===== config.mk =====
export PLATFORM = sky130hd
export DESIGN_NAME = shot_clock_ctrl
export DESIGN_NICKNAME = d
export VERILOG_FILES = /design/src/rtl/shot_clock_ctrl.sv
export SDC_FILE = /design/constraint.sdc
export NUM_CORES = 1
export LEC_CHECK = 0
export CELL_PAD_IN_SITES_DETAIL_PLACEMENT = 0
export CELL_PAD_IN_SITES_GLOBAL_PLACEMENT = 2
export CORE_MARGIN = 2
export CORE_UTILIZATION = 44
export CTS_CLUSTER_DIAMETER = 30
export DETAILED_ROUTE_END_ITERATION = 10
export PLACE_DENSITY = 0.82
export SETUP_SLACK_MARGIN = 0.3
export SLEW_MARGIN = 5
export SYNTH_ARGS = -nofsm -noshare
export SYNTH_HDL_FRONTEND = slang
export SYNTH_HIERARCHICAL = 1
export SYNTH_SLANG_ARGS = --single-unit

===== constraint.sdc =====
create_clock -name clk -period 3.5 [get_ports clk]
set_input_delay 0.525 -clock clk [delete_from_list [all_inputs] [get_ports clk]]
set_output_delay 0.525 -clock clk [all_outputs]
set_load 0.01 [all_outputs]

===== src/rtl/shot_clock_ctrl.sv =====
// Shot-clock front end: 2-flop sync + debounce of restart/pause buttons, driving `but` pulse and `stop` level.
// Latency: raw edge to output is DEBOUNCE_CYCLES+3 clk edges; no backpressure (outputs are free-running registers).

module shot_clock_sync #(
  parameter bit ACTIVE_LOW = 1'b0
) (
  input  logic clk,
  input  logic rst,
  input  logic raw,
  output logic s
);

  logic [1:0] sync_ff;

  // Flops reset to the released level so no false press is seen on reset exit.
  always_ff @(posedge clk or posedge rst) begin
    if (rst) begin
      sync_ff <= {2{ACTIVE_LOW}};
    end else begin
      sync_ff <= {sync_ff[0], raw};
    end
  end

  assign s = sync_ff[1] ^ ACTIVE_LOW;

endmodule

module shot_clock_debounce #(
  parameter int DEBOUNCE_CYCLES = 1000000
) (
  input  logic clk,
  input  logic rst,
  input  logic s,
  output logic press
);

  localparam int CNT_W = $clog2(DEBOUNCE_CYCLES + 1);
  // Entry into a WAIT state is the first stable cycle, so the count ends at D-2.
  localparam logic [CNT_W-1:0] CNT_LAST = CNT_W'(DEBOUNCE_CYCLES - 2);

  typedef enum logic [1:0] {
    IDLE,
    PRESS_WAIT,
    HELD,
    RELEASE_WAIT
  } state_t;

  state_t           state;
  logic [CNT_W-1:0] cnt;

  always_ff @(posedge clk or posedge rst) begin
    if (rst) begin
      state <= IDLE;
      cnt   <= '0;
      press <= 1'b0;
    end else begin
      press <= 1'b0;
      case (state)
        IDLE: begin
          cnt <= '0;
          if (s) begin
            state <= PRESS_WAIT;
          end
        end
        PRESS_WAIT: begin
          if (!s) begin
            state <= IDLE;
            cnt   <= '0;
          end else if (cnt == CNT_LAST) begin
            state <= HELD;
            cnt   <= '0;
            press <= 1'b1;
          end else begin
            cnt <= cnt + CNT_W'(1);
          end
        end
        HELD: begin
          cnt <= '0;
          if (!s) begin
            state <= RELEASE_WAIT;
          end
        end
        RELEASE_WAIT: begin
          if (s) begin
            state <= HELD;
            cnt   <= '0;
          end else if (cnt == CNT_LAST) begin
            state <= IDLE;
            cnt   <= '0;
          end else begin
            cnt <= cnt + CNT_W'(1);
          end
        end
        default: begin
          state <= IDLE;
          cnt   <= '0;
        end
      endcase
    end
  end

endmodule

module shot_clock_ctrl #(
  parameter int DEBOUNCE_CYCLES = 1000000,
  parameter bit BTN_ACTIVE_LOW  = 1'b0,
  parameter bit STOP_AT_RESET   = 1'b1
) (
  input  logic clk,
  input  logic rst,
  input  logic btn_restart,
  input  logic btn_pause,
  output logic but,
  output logic stop,
  output logic pause_ack
);

  logic s_restart;
  logic s_pause;
  logic restart_evt;
  logic pause_evt;

  shot_clock_sync #(.ACTIVE_LOW(BTN_ACTIVE_LOW)) u_sync_restart (
    .clk (clk),
    .rst (rst),
    .raw (btn_restart),
    .s   (s_restart)
  );

  shot_clock_sync #(.ACTIVE_LOW(BTN_ACTIVE_LOW)) u_sync_pause (
    .clk (clk),
    .rst (rst),
    .raw (btn_pause),
    .s   (s_pause)
  );

  shot_clock_debounce #(.DEBOUNCE_CYCLES(DEBOUNCE_CYCLES)) u_db_restart (
    .clk   (clk),
    .rst   (rst),
    .s     (s_restart),
    .press (restart_evt)
  );

  shot_clock_debounce #(.DEBOUNCE_CYCLES(DEBOUNCE_CYCLES)) u_db_pause (
    .clk   (clk),
    .rst   (rst),
    .s     (s_pause),
    .press (pause_evt)
  );

  // `but` feeds an async preset downstream, so all outputs come straight from flops.
  // Restart dominates a coincident pause; the ack still pulses but the toggle is dropped.
  always_ff @(posedge clk or posedge rst) begin
    if (rst) begin
      but       <= 1'b0;
      pause_ack <= 1'b0;
      stop      <= STOP_AT_RESET;
    end else begin
      but       <= restart_evt;
      pause_ack <= pause_evt;
      if (restart_evt) begin
        stop <= 1'b0;
      end else if (pause_evt) begin
        stop <= ~stop;
      end
    end
  end

endmodule


After elaboration in Yosys (flattened, before gate mapping)
Index checks and enable logic that the tools add are counted.

Flip-flop bits (word level): 53. Input port bits: 4. Output and inout bits: 3. Logic and storage cells: 67.

Add/subtract/negate cells: 2. Eq/ne operators: 16. Multiplexer cells: 30. Bitwise gates (word level): 1. Reduce and logical (&&, ||, !) cells: 7.

Operators by type and width (count): two-way mux 20 bit (6); one-hot mux 20 bit (3 select lines) (2); adder 20 x 1 -> 20 bit, second input constant (2); == test 20 bit, second input constant (2); two-way mux 2 bit (12); one-hot mux 2 bit (4 select lines) (2); inequality test 3 x 2 -> 1 bit, second input constant (4); == test 2 bit, second input constant (4); two-way mux 1 bit (8); inequality test 2 bit, second input constant (4); AND reduction 4 bit (2); == test 2 x 1 -> 1 bit, second input constant (2); logical NOT 2 bit (2); OR reduction 2 bit (2); nonzero test 2 bit (1); NOT 1 bit (1).

Longest topological paths before layout
Gate-level depths: netlist of run 1.

Depth in word-level cells: 4. Gate-level depth with buffers: 7.

Modules after synthesis
The synthesis of run 1 kept the hierarchy.

Modules (own cells, without submodules): shot_clock_debounce (instances 2, cells an instance 118, area each 1192.4 um2); shot_clock_sync (instances 2, cells an instance 3, area each 53.8 um2); shot_clock_ctrl (instances 1, cells an instance 6, area each 92.6 um2).

Least setup slack after synthesis of run 1
Ideal clock, no wire load.

Path kind: register to register. From: register u_db_pause.cnt[0]. To: register u_db_pause.cnt[13]. Library setup time: 72 ps. Data arrival time: 1533 ps. Data required time: 3428 ps. Setup slack: 1895 ps. Cell stages (with the launch flop): 8. Buffers on the path: 1. Clock period less this slack: 1605 ps. Cells stage by stage: dfrtp_1 -> inv_1 -> ha_1 -> nor4b_1 -> and3_1 -> a211o_2 -> buf_2 -> nor2_1.

Longest elaborated chain between the ends: 4. Elaborated cells between the ends (all ways): 6. Classes of those cells: add/sub: 1; eq/ne: 1; mux: 4.

RTL lines: from (decl) (RTL line 49) `logic [CNT_W-1:0] cnt;`; from (signal assigned) (RTL line 74) `cnt <= cnt + CNT_W'(1);`; from (signal assigned) (RTL line 91) `cnt <= cnt + CNT_W'(1);`; adder 20 x 1 -> 20 bit / == test 20 bit (equally long branches); two-way mux 20 bit (*) (RTL line 69, 87); two-way mux 20 bit, on equally long branches (RTL line 84, 66); one-hot mux 20 bit (3 select lines) (*) (RTL line 58) `case (state)`.

Every way passes the cells marked *; elsewhere a longest branch is shown, timed or not. A chain may end at the register's enable or synchronous reset.

Worst setup path after layout of run 1
From: register stop. To: output stop.

RTL lines: from (decl) (RTL line 114) `output logic stop,`; from (signal assigned) (RTL line 164) `stop <= ~stop;`.

No word-level cell between the ends.

==> results of run 1 <==
power by group through the flow:
stage	logic, uW	registers, uW	clock network, uW
6_report	32.0	623	403
4_1_cts	33.7	624	425
2_1_floorplan	25.0	634	0
5_1_grt	37.4	625	447
3_5_place_dp	33.3	636	0
3_3_place_gp	33.2	635	0
stage by stage:
step                      instance area, um^2  std cells  utilization  setup slack, ns
after floorplan                          2585        248            -            1.895
final                                    2805        330       0.5033            1.603
after global routing                     2805        330       0.5033            1.403
after detailed placement                 2698        322       0.4840            1.664
after global placement                   2698        322       0.4840            1.675
after CTS                                2805        330       0.5033            1.587
per-layer routing:
layer | vias to the layer above | global-route usage
met4 | 0 | 0.05254
met2 | 17 | 0.2500
li1 | 877 | -
met1 | 832 | 0.2493
met3 | 5 | 0.03371
met5 | - | 0
final cells by class:
cell class / instances / area share
clock buffer: 6 / 0.02587
clock inverter: 2 / 0.01249
inverter: 19 / 0.02542
multi-input combinational: 172 / 0.4095
sequential: 53 / 0.4732
tap: 72 / 0.03211
timing repair buffer: 6 / 0.02141
worst min path at each step:
stage / from / end / slack (ns) / depth (start not counted)
after global placement: u_sync_restart/sync_ff[0] / u_sync_restart/sync_ff[1] / 0.34 / 0
after CTS: u_sync_restart/sync_ff[0] / u_sync_restart/sync_ff[1] / 0.38 / 0
after global routing: u_sync_pause/sync_ff[0] / u_sync_pause/sync_ff[1] / 0.38 / 0
final: u_sync_restart/sync_ff[0] / u_sync_restart/sync_ff[1] / 0.37 / 0
after detailed placement: u_sync_pause/sync_ff[0] / u_sync_pause/sync_ff[1] / 0.35 / 0
after floorplan: rst / u_sync_pause/sync_ff[0] / 0.27 / 1
placed cells by master, fill, tap and decap left out, drive strengths merged, types with 4 or more instances in the layout:
cell and instances:
xor2 6, xnor2 27, nor3 10, nor2 41, inv 19, nor4 10
nand4 14, nand3 12, dfrtp 52, and3 6, a31o 4, a21oi 6
ha 4, nand2 10, clkbuf 6, clkdlybuf4s50 6
state kept, by name (all words and copies together) (netlist names), named ones only:
| signal | flops |
|---|---|
| u_db_pause/state | 1 |
| u_db_pause/cnt | 20 |
| u_db_pause/press | 1 |
| u_db_restart/press | 1 |
| u_sync_restart/sync_ff | 2 |
| u_db_restart/state | 1 |
| pause_ack | 1 |
| u_db_restart/cnt | 20 |
| u_sync_pause/sync_ff | 2 |
| stop | 1 |
| but | 1 |
cells by family (layout without fill, tap and decap cells):
kind of cell               count (synthesis)  in the layout  share of synthesized area
adders and majority gates                  4              4                    0.01936
xor gates and xnor gates                  33             33                     0.1118
muxes                                      2              2                   0.008712
and+or+nand+nor                          117            117                     0.2599
DFF                                       53             53                     0.5136
AOI/OAI and AO/OA                         16             16                    0.04453
buffers and inverters                     23             33                    0.04211
==> out/results.tsv, run 1 <==
stage	metric	value	unit
floorplan	die area	6504	um^2
worst_setup_path	cell family with the largest share of critical-path delay	flip-flops	
power_and_ir_drop	LEAKAGE	0.001147	uW
cts	post-CTS resize count	0	
route	Via density	5.245	
placed_design	Buffers on Ports	6	
logic_synthesis	Primary FF master, synth	dfrtp_1	
power_and_ir_drop	sequential power share	0.589	
power_and_ir_drop	peak supply drop	0.2058	mV
worst_setup_path	Crit-path slowest cell	dfstp_2	
power_and_ir_drop	clock power share	0.381	
floorplan	Core Area	5574	um^2
placed_design	Routability Congestion	0.7229	
cts	Post-CTS Setup Bufs	0	
logic_synthesis	#FFs+latches synth	53	
worst_setup_path	Critical Path RT	2.97	ns
floorplan	starting density of the core	0.4637	
finish	Ant. Diodes	0	
route	initial DRC count	87	
worst_setup_path	cells along the critical path	clkdlybuf4s50_1	
route	Top Layer Used	met4	
route	Initial DRT Pass Iterations	4	
sta	Slew @ Worst Pin	0.9215	ns
route	DRC Markers	0	
worst_setup_path	Worst EP arrival	1.37	ns
power_and_ir_drop	Power Dens Cells	377.4	nW/um^2
global_routing	grt ovf	0	
floorplan	die span in x	80.65	um
worst_setup_path	r2r endpoint	u_db_pause/cnt[13]	
worst_setup_path	launch point of the worst path	stop	
global_routing	total track usage	0.1693	
route	Metal-1 WL	2.596	mm
worst_setup_path	Stages on worst setup path	1	
sta	Tcrit/Tclk final	0.5421	
global_routing	initial antenna violation count	0	
worst_setup_path	largest stage delay on the critical path	0.55	ns
placed_design	dpl hpwl	3.221	mm
floorplan	Die Span Y	80.65	um
logic_synthesis	Post-synth top cells	52 x dfrtp_1, 41 x nor2_1, 27 x xnor2_1, 19 x inv_1, 12 x nand3_1	
power_and_ir_drop	combinational fraction of design power	0.030	
sta	Final Max Slew Viols	0	
worst_setup_path	CP endpoint	stop	
global_routing	number of global-route vias before repair	1753	
route	wire length on met2	2.023	mm
route	drt total wl	4.794	mm
worst_setup_path	worst reg-to-reg setup slack	1.65	ns
worst_setup_path	WS Path Type	register to primary output	
worst_setup_path	WP buf/inv	1	
finish	Filler cells	531	
sta	final setup vio count	0	
sta	Final min period	1.897	ns
cts	hold_buf cts	0	
run	Max Cap Viol	0	
worst_setup_path	CP Launch Type	register	
logic_synthesis	Post-synth EDFFs	0	
logic_synthesis	share of the synthesized area in the top cell type	0.5034	
cts	H-tree lvl count	2	
cts	Clock transition at path regs	0.09	ns
route	met3 routed WL	130	um
global_routing	largest net degree at the start of global routing	24	
logic_synthesis	synthesis warning total	6	
sta	Final Skew	0.006513	ns
power_and_ir_drop	total power	1059	uW
worst_setup_path	type of element capturing the critical path	primary output	
hold_path	worst min path class	register to register	
logic_synthesis	Mapped Cells	248	
power_and_ir_drop	Internal	838.2	uW
cts	total CTS buffers	5	
cts	clock latency on the worst-skew pair	0.30	ns
finish	Seq. cell area	1328	um^2
worst_setup_path	reg2reg start	u_db_pause/cnt[0]	
floorplan	io pins	7	
power_and_ir_drop	Sw Ratio	0.2083	
logic_synthesis	sequential area share after synthesis	0.5136	
logic_synthesis	syn nets	256	
sta	Max Fclk	0.5271	GHz
status	outcome	finished clean	
sta	Hold Worst Slack	0.3691	ns
cts	Root Buffer	clkbuf_8	
route	via count	1731	
logic_synthesis	Synth cell types	31	
logic_synthesis	Async SR Flop Fraction	1.000	
logic_synthesis	syn avg cell area	10.42	um^2
logic_synthesis	most frequent cell after synthesis	dfrtp_1	
sta	slew margin rel.	0.3850	
cts	maximum clock path buffer count	2	
sta	endpoints failing hold	0	
floorplan	FP Rows	27	
sta	setup TNS	0	ns
route	Detail Route Antenna Nets	0	
finish	fin nets	265	
global_routing	first-pass GRT wire length	8.507	mm
route	WL per Instance	14.53	um
finish	area grow syn2layout	8.519	%
worst_setup_path	Reg2Reg Depth	6	
worst_setup_path	crit path max fanout	2	
logic_synthesis	synth top area cells	dfrtp_1 50%, xnor2_1 9.1%, nor2_1 6.0%, inv_1 2.8%, nand3_1 2.3%	
cts	CTS sink cnt	53	
sta	RSZ-0062 raised after global routing	no	
logic_synthesis	synthesized area	2585	um^2
cts	TritonCTS clock tree	built	
finish	fraction of layout cells with a size suffix above 1	0.09302	
logic_synthesis	leading area contributor after synthesis	dfrtp_1	
power_and_ir_drop	Net Switching	220.5	uW
finish	multi-input logic area	1149	um^2
Note: power is estimated with default switching activity, not from simulation.
==> run 2, diff against run 1 <==
--- a/config.mk
+++ b/config.mk
@@ -8,10 +8,10 @@
 export CELL_PAD_IN_SITES_DETAIL_PLACEMENT = 0
 export CELL_PAD_IN_SITES_GLOBAL_PLACEMENT = 2
 export CORE_MARGIN = 2
-export CORE_UTILIZATION = 44
+export CORE_UTILIZATION = 36
 export CTS_CLUSTER_DIAMETER = 30
 export DETAILED_ROUTE_END_ITERATION = 10
-export PLACE_DENSITY = 0.82
+export PLACE_DENSITY = 0.72
 export SETUP_SLACK_MARGIN = 0.3
 export SLEW_MARGIN = 5
 export SYNTH_ARGS = -nofsm -noshare
==> constraint.sdc (replaced) <==
create_clock -name clk -period 1.5 [get_ports clk]
set_input_delay 0.225 -clock clk [delete_from_list [all_inputs] [get_ports clk]]
set_output_delay 0.225 -clock clk [all_outputs]
set_load 0.01 [all_outputs]
==> run 2 against run 1 <==
The flow now finishes with violations (negative setup slack). Final cell count rose by 30%. Largest cell class is now multi-input combinational cells. Global-route usage fell by 0.48 points. Flip-flop and latch count did not move. Critical path type is now register to register. Count of clock-buffer cells in the layout fell by 1. Total power rose to 2.6 times the previous value. Critical endpoint is now u_db_pause/cnt[17]. Routed wire length rose by 30%. Sequential share of layout area fell by 14 points. Via count rose by 21%.
==> out/results.tsv, run 2 (synthesis results as in run 1) <==
stage	metric	value	unit	change
global_routing	first-pass GRT wire length	10.09	mm	+19%
floorplan	die area	7874	um^2	+21%
route	Detail Route Antenna Nets	0		unchanged
sta	Final Skew	0.009461	ns	+0.002948 ns
floorplan	Core Area	6869	um^2	+23%
worst_setup_path	reg2reg start	u_db_pause/cnt[0]		
finish	multi-input logic area	1582	um^2	+38%
sta	Tcrit/Tclk final	1.115		
status	violated checks	negative setup slack		
power_and_ir_drop	sequential power share	0.522		-0.067
placed_design	dpl hpwl	4.013	mm	+25%
global_routing	largest net degree at the start of global routing	19		-21%
power_and_ir_drop	clock power share	0.409		+0.028
finish	most common cell after layout, fill and taps aside	buf_4		
sta	Max Fclk	0.5977	GHz	
sta	final setup vio count	42		+42
finish	Seq. cell area	1329	um^2	about the same
cts	clock latency on the worst-skew pair	0.30	ns	about the same
status	outcome	finished, violations left		
finish	top flop regs	u_db_pause/cnt (20), u_db_restart/cnt (20)		
finish	fin nets	340		+28%
power_and_ir_drop	Internal	2199	uW	+160%
floorplan	io pins	7		unchanged
global_routing	grt ovf	0		unchanged
power_and_ir_drop	Sw Ratio	0.2104		+0.002082
finish	Finished Core Util	0.5809		+0.07762
cts	Clock transition at path regs	0.10	ns	about the same
worst_setup_path	crit path max fanout	3		+1
global_routing	initial antenna violation count	0		unchanged
cts	CTS sink cnt	53		unchanged
worst_setup_path	Critical Path RT	1.73	ns	-1.24 ns
cts	H-tree lvl count	2		unchanged
floorplan	FP Rows	30		+11%
power_and_ir_drop	peak supply drop	0.3315	mV	+61%
sta	Final Max Slew Viols	0		unchanged
worst_setup_path	CP Launch Type	register		
sta	Final WS setup	-0.1731	ns	-1.776 ns
power_and_ir_drop	Power Dens Cells	697.9	nW/um^2	+85%
finish	Ant. Diodes	0		unchanged
worst_setup_path	launch point of the worst path	u_db_pause/cnt[0]		
cts	total CTS buffers	5		unchanged
power_and_ir_drop	LEAKAGE	0.001685	uW	+47%
placed_design	post-placement cell area	3241	um^2	+20%
route	Initial DRT Pass Iterations	4		unchanged
global_routing	number of global-route vias before repair	2055		+17%
sta	Final min period	1.673	ns	
placed_design	Routability Congestion	0.7316		+1.2%
hold_path	worst min path class	input pin to async pin		
route	Via density	4.879		-7.0%
floorplan	starting density of the core	0.3763		-0.08743
route	WL per Instance	14.52	um	about the same
sta	slew margin rel.	0.7478		+0.3628
finish	fraction of layout cells with a size suffix above 1	0.4865		+0.3935
cts	TritonCTS clock tree	built		
worst_setup_path	WS Path Type	register to register		
sta	RSZ-0062 raised after global routing	yes		
worst_setup_path	Worst EP arrival	1.90	ns	+0.53 ns
finish	Filler cells	613		+15%
finish	commonest cells after routing, fill and taps aside	60 x buf_4, 51 x dfrtp_1, 22 x xnor2_1, 19 x inv_1, 18 x nor2_1		
power_and_ir_drop	Net Switching	585.8	uW	+170%
worst_setup_path	type of element capturing the critical path	register		
sta	Slew @ Worst Pin	0.3734	ns	-0.5481 ns
cts	Root Buffer	clkbuf_8		
cts	hold_buf cts	0		unchanged
route	via count	2093		+21%
route	DRC Markers	0		unchanged
placed_design	Buffers on Ports	6		unchanged
floorplan	die span in x	88.74	um	+10%
run	Max Cap Viol	0		unchanged
power_and_ir_drop	combinational fraction of design power	0.070		+0.040
cts	maximum clock path buffer count	2		unchanged
power_and_ir_drop	total power	2785	uW	+160%
finish	area grow syn2layout	54.36	%	
finish	Design Area, Final	3990	um^2	+42%
route	initial DRC count	106		+22%
global_routing	total track usage	0.1645		-0.004834
sta	endpoints failing hold	0		unchanged
route	drt total wl	6.229	mm	+30%
floorplan	Die Span Y	88.74	um	+10%
==> run 2: cell types whose count changed in the layout (fill, tap and decap cells not counted), moves of 5 or more <==
cell / delta
a21oi_2: +6
nor4_1: -6
buf_6: +9
buf_12: +5
nor2_2: +8
buf_4: +60
nor2_4: +15
a21oi_1: -6
xnor2_1: -5
nor2_1: -23
==> run 2: power by group through the flow <==
stage / logic, uW / clock network (uW) / registers [uW]
after floorplan: 64.8 / 0 / 1480
after global placement: 129 / 0 / 1480
after detailed placement: 131 / 0 / 1480
after CTS: 157 / 1170 / 1450
after global routing: 211 / 1240 / 1450
final: 194 / 1140 / 1450
==> run 2: per-layer routing <==
metal,share of wire,GRT usage,vias up
li1,-,-,1028
met3,0.021,0.02799,5
met1,0.48,0.2305,1035
met4,0.0071,0.04132,0
met2,0.49,0.2646,25
met5,0,0,-
==> run 2: final cells by class <==
cell class                      instances  area share
Sequential cell                        53      0.3330
Multi-Input combinational cell        172      0.3964
Tap cell                               96     0.03010
Inverter                               19     0.01787
Clock buffer                            5     0.01725
Timing Repair Buffer                   81      0.1891
Clock inverter                          3     0.01631
==> run 2: path summary, 6_finish.rpt <==
check                                            end  slack [ns]  depth (start not counted)
setup reg to reg                  u_db_pause/cnt[17]       -0.17                          6
hold reg to reg            u_sync_restart/sync_ff[1]        0.36                          0
hold / removal             u_sync_restart/sync_ff[0]        0.20                          2
min in group clk           u_sync_restart/sync_ff[1]        0.36                          0
setup / recovery                  u_db_pause/cnt[17]       -0.17                          6
max in group asynchronous           u_db_pause/press        0.82                          3
==> run 2: critical path, stage by stage, from the launching register on <==
cell and delay, ns:
dfrtp_1 0.39, buf_4 0.13, buf_4 0.10, nand4_2 0.11, or2_4 0.27, or4b_4 0.48, a21oi_2 0.12
==> run 2: metrics by stage <==
step	hold slack (ns)	setup slack [ns]	setup TNS [ns]	instances
CTS	0.2093	-0.1286	-3.778	420
global placement	0.3445	-0.1697	-3.811	404
finish	0.2021	-0.1731	-4.825	429
global route	0.2183	-0.2651	-8.118	429
floorplan	-0.03382	-0.03794	-0.5461	248
detailed placement	0.3396	-0.1501	-4.104	404
==> run 2: timing repair <==
item,CTS,global route
buffers inserted,7,8
endpoints found under the hold margin,0,0
setup endpoints to repair,49,49
pin swaps,10,23
gates resized for setup,38,67
gates cloned,1,1
==> RTL edit 1, RTL diff (config.mk and constraints of run 2) <==
Reset style: synchronous (`rst`), changed in 3 clocked blocks. Comments in the files are not updated.
--- a/src/rtl/shot_clock_ctrl.sv
+++ b/src/rtl/shot_clock_ctrl.sv
@@ -15,3 +15,3 @@
   // Flops reset to the released level so no false press is seen on reset exit.
-  always_ff @(posedge clk or posedge rst) begin
+  always_ff @(posedge clk) begin
     if (rst) begin
@@ -50,3 +50,3 @@
 
-  always_ff @(posedge clk or posedge rst) begin
+  always_ff @(posedge clk) begin
     if (rst) begin
@@ -152,3 +152,3 @@
   // Restart dominates a coincident pause; the ack still pulses but the toggle is dropped.
-  always_ff @(posedge clk or posedge rst) begin
+  always_ff @(posedge clk) begin
     if (rst) begin
Function: no difference found for any inputs over 10 cycles, from zero or initial values and one cycle with rst high; that may be too few to reach the edited logic, so the function may still have changed.
==> RTL edit 1 against run 2 <==
The flow still finishes with violations (negative setup slack). Sequential cell count is the same. Cell area shrank 13%. Setup slack lost 0.13 ns. Wire length shrank 8.3%. Maximum frequency shrank 7.2%. Synthesized area shrank 10%. Critical path type unchanged. First-iteration DRC count shrank 62%.
Power is not compared: it rests on default switching activity, and its combinational part moved more than twofold at a synthesized area within 25%.
==> RTL edit 1: results <==
outcome:
  status: "finished with violations"
  violations: "negative setup slack"
worst_setup_path:
  crit_start: "u_db_restart/cnt[7]$_SDFF_PP0_"
  crit_arrival_ns: 1.99
  critPathSlowestCell: "or4_4"
  endpoint: "u_db_restart/cnt[7]$_SDFF_PP0_"
  crit_fanout: 6
  slowest_delay_ns: 0.44
layout:
  drive_above_1_share_pct: 41.35
  fin_nets: 348
  n_fill_cell: 605
drt:
  post_drt_wl_per_cell_um: 13.67
  vias_per_cell: 5.038
  first_iter_violations: 40
  dr.pass1.iters: 4
  totalWireLength_um: 5715
grt:
  grtUsageTotal_pct: 17.04
  grt_pass1_wl_um: 9832
  grt_max_degree: 16
  grt_pass1_vias: 2108
placed_design:
  hpwlAfterDp_um: 3772
  dp_cells: 396
  pre_cts_ws_ns: -0.2587
  gp_congestion: 0.7422
timing:
  final-setup-viol-count: 44
  timing.slew.headroom_pct: 76.46
  skew_ns: 0.01032
  layout_setup_ws_ns: -0.3026
logic_synthesis:
  synth_cell_types: 40
  synth_cells: 260
  yosysSeqAreaShare_pct: 45.62
  async_flop_share_pct: 0
  synthTopCellsByCount: "dfxtp_1, nor2_1, nand3_1"
  synth_area_leaders: "dfxtp_1, xor2_1, nor2_1"
  synth_fp_nets: 268
worst_hold_path:
  hp-class: "flop to flop"
cts:
  cts_max_level: 2
  clk_path_buf_depth: 2
  cts_inserted_buffers: 5
  clk_pin_slew_ns: 0.09
power_and_ir_drop:
  finalPower_mw: 2.468
## RTL edit 1: logic make-up (layout without fill, tap and decap cells)
family / count (synthesis) / after routing / synth area share [%]
compound gates: 34 / 34 / 8.823
xor+xnor: 26 / 26 / 9.790
fa+ha+maj: 4 / 4 / 2.152
buf+inv: 20 / 101 / 3.550
flops: 53 / 53 / 45.62
simple gates: 123 / 123 / 30.07
## RTL edit 1: what timing repair did
item	CTS	global route
resized for setup	24	37
pin swaps	3	3
endpoints found under the setup margin	49	47
cloned	3	1
buffers inserted	7	3
hold buffers	0	0
## RTL edit 1: layout make-up
class | count | area, um^2 | area share (%)
multi-input combinational | 187 | 1390 | 40.12
sequential | 53 | 1072 | 30.95
timing repair buffer | 83 | 752.0 | 21.70
tap | 77 | 96.34 | 2.781
clock buffer | 7 | 86.33 | 2.492
inverter | 10 | 37.54 | 1.083
clock inverter | 1 | 30.03 | 0.8667
## RTL edit 1: per-layer routing
metal	wire (um)	track usage, %	up-vias
met5	0	0	-
met1	2717	21.67	1000
met3	77	3.147	6
li1	-	-	1089
met2	2847	29.00	11
met4	72	6.061	0
## RTL edit 1: worst register-to-register path, delay by kind of cell, from the launching register on
| family | cells | cell delay [ns] |
|---|---|---|
| buffers and inverters | 2 | 0.31 |
| AO/OA/AOI/OAI | 1 | 0.21 |
| flip-flops | 1 | 0.33 |
| AND/OR/NAND/NOR | 3 | 0.84 |
## RTL edit 1: per-stage QoR
step | setup TNS [ns] | area, um^2 | util [%] | hold slack, ns
CTS | -6.205 | 3294 | 52.18 | 0.4384
global placement | -4.359 | 2979 | 47.19 | 0.4221
finish | -7.629 | 3465 | 54.88 | 0.4349
floorplan | -3.331 | 2421 | - | 0.2941
global route | -10.63 | 3465 | 54.88 | 0.4586
detailed placement | -5.292 | 2979 | 47.19 | 0.4247
==> RTL edit 2, RTL diff (settings of run 2) <==
Without the edit above. Set the parameter `STOP_AT_RESET` to 1'b0 (it was 1'b1).
--- a/src/rtl/shot_clock_ctrl.sv
+++ b/src/rtl/shot_clock_ctrl.sv
@@ -106,3 +106,3 @@
   parameter bit BTN_ACTIVE_LOW  = 1'b0,
-  parameter bit STOP_AT_RESET   = 1'b1
+  parameter bit STOP_AT_RESET   = 1'b0
 ) (
Behaviour: not the same (a bounded check fails within 4 cycles, from zero or initial values and one cycle with rst high).
==> RTL edit 2 against run 2 <==
The flow still finishes with violations (negative setup slack). Wire length fell by 5.6%. Total power fell by 0.49%. Sequential cell count did not move. Synthesized cell count did not move. Via count fell by 2.6%. Setup slack improved by 0.0071 ns. Sequential power barely moved. Cell area fell by 4.5%. Synthesized area barely moved. Critical path type unchanged.
==> RTL edit 2: results <==
cts:
  hold_buffers: 0
  clkLatencyLatePin_ns: 0.30
  cts_inserted_buffers: 5
  root_buffer: "clkbuf_8"
  clk_pin_slew_ns: 0.10
  cts_max_level: 2
grt:
  grtUsageTotal_pct: 16.12
  grt_pass1_wl_um: 9901
  grt_antenna_before_repair: 0
  grt_pass1_vias: 2035
  grt_max_degree: 24
logic_synthesis:
  synth_fp_nets: 256
  yosysSeqAreaShare_pct: 51.33
  async_flop_share_pct: 100.0
  synthTopCellsByCount: "dfrtp_1, nor2_1, xnor2_1"
  yosys_warnings: 6
  synth_area_leaders: "dfrtp_1, xnor2_1, nor2_1"
  synth_cell_types: 30
worst_setup_path:
  slowest_delay_ns: 0.40
  critPathSlowestCell: "dfrtp_1"
  crit_fanout: 8
  crit_start: "u_db_pause/cnt[1]$_DFF_PP0_"
  endpoint: "u_db_pause/cnt[11]$_DFF_PP0_"
  crit_arrival_ns: 1.90
  rrSetupSlack_ns: -0.17
  reg2reg_depth: 7
  critPathTopFamily: "flip-flops"
timing:
  final-setup-viol-count: 42
  timing.slew.headroom_pct: 74.93
  skew_ns: 0.005915
  final.setup.tns_ns: -5.421
  layout_setup_ws_ns: -0.1660
  hold_ws_ns: 0.2091
power_and_ir_drop:
  p_leak_nw: 1.578
  p_sw_mw: 0.5805
  ir_worst_vdd_mv: 0.3821
  p_clk_mw: 1.13
  powerSeq_mw: 1.45
layout:
  drive_above_1_share_pct: 45.96
  reg_top3: "u_db_pause/cnt x20, u_db_restart/cnt x20"
  fin_nets: 329
  n_fill_cell: 613
outcome:
  violations: "negative setup slack"
  status: "finished with violations"
drt:
  totalWireLength_um: 5878
  first_iter_violations: 80
  num_vias: 2039
  dr.pass1.iters: 4
placed_design:
  hpwlAfterDp_um: 3874
  gp_congestion: 0.7630
  pre_cts_ws_ns: -0.2252
  port_buffers: 6
worst_hold_path:
  hp-class: "primary input to asynchronous set/reset pin"
RTL edit 2: how the worst min path moves through the flow:
stage                                                to  cells after the start
floorplan             u_sync_pause/sync_ff[0]$_DFF_PP0_                      1
global placement    u_sync_restart/sync_ff[1]$_DFF_PP0_                      0
detailed placement    u_sync_pause/sync_ff[1]$_DFF_PP0_                      0
CTS                   u_sync_pause/sync_ff[1]$_DFF_PP0_                      2
global route          u_sync_pause/sync_ff[0]$_DFF_PP0_                      2
finish                u_sync_pause/sync_ff[1]$_DFF_PP0_                      2
RTL edit 2: cell type report:
class / instances / area share (%)
clock buffers: 5 / 1.806
clock inverters: 3 / 1.707
inverters: 19 / 1.871
multi-input cells: 172 / 39.59
flip-flops and latches: 53 / 34.80
well taps: 96 / 3.152
repair buffers: 70 / 17.07
RTL edit 2: cells by family after synthesis:
kind of cell / share of synthesized area [%]
AND/OR/NAND/NOR: 26.01
flip-flops: 51.33
AO/OA/AOI/OAI: 4.455
adder cells (fa/ha/maj): 1.937
XOR/XNOR: 11.19
buffers and inverters: 4.213
multiplexers: 0.8716
RTL edit 2: per-stage QoR:
step                      area (um^2)  std cells  power (mW)
after detailed placement         3204        401       1.603
after floorplan                  2624        248       1.544
after global routing             3811        418       2.902
final                            3811        418       2.771
after CTS                        3572        415       2.787
after global placement           3204        401       1.604
RTL edit 2: timing repair:
action	CTS	global route
setup buffers	4	2
endpoints found under the setup margin	49	49
pin swaps	4	9
gates cloned	2	1
resized for setup	44	48
RTL edit 2: per-layer routing:
metal  track usage (%)  wire [um]
met4             3.030         32
met2             24.56       2715
met1             23.98       3039
met5                 0          0
met3             3.078         91
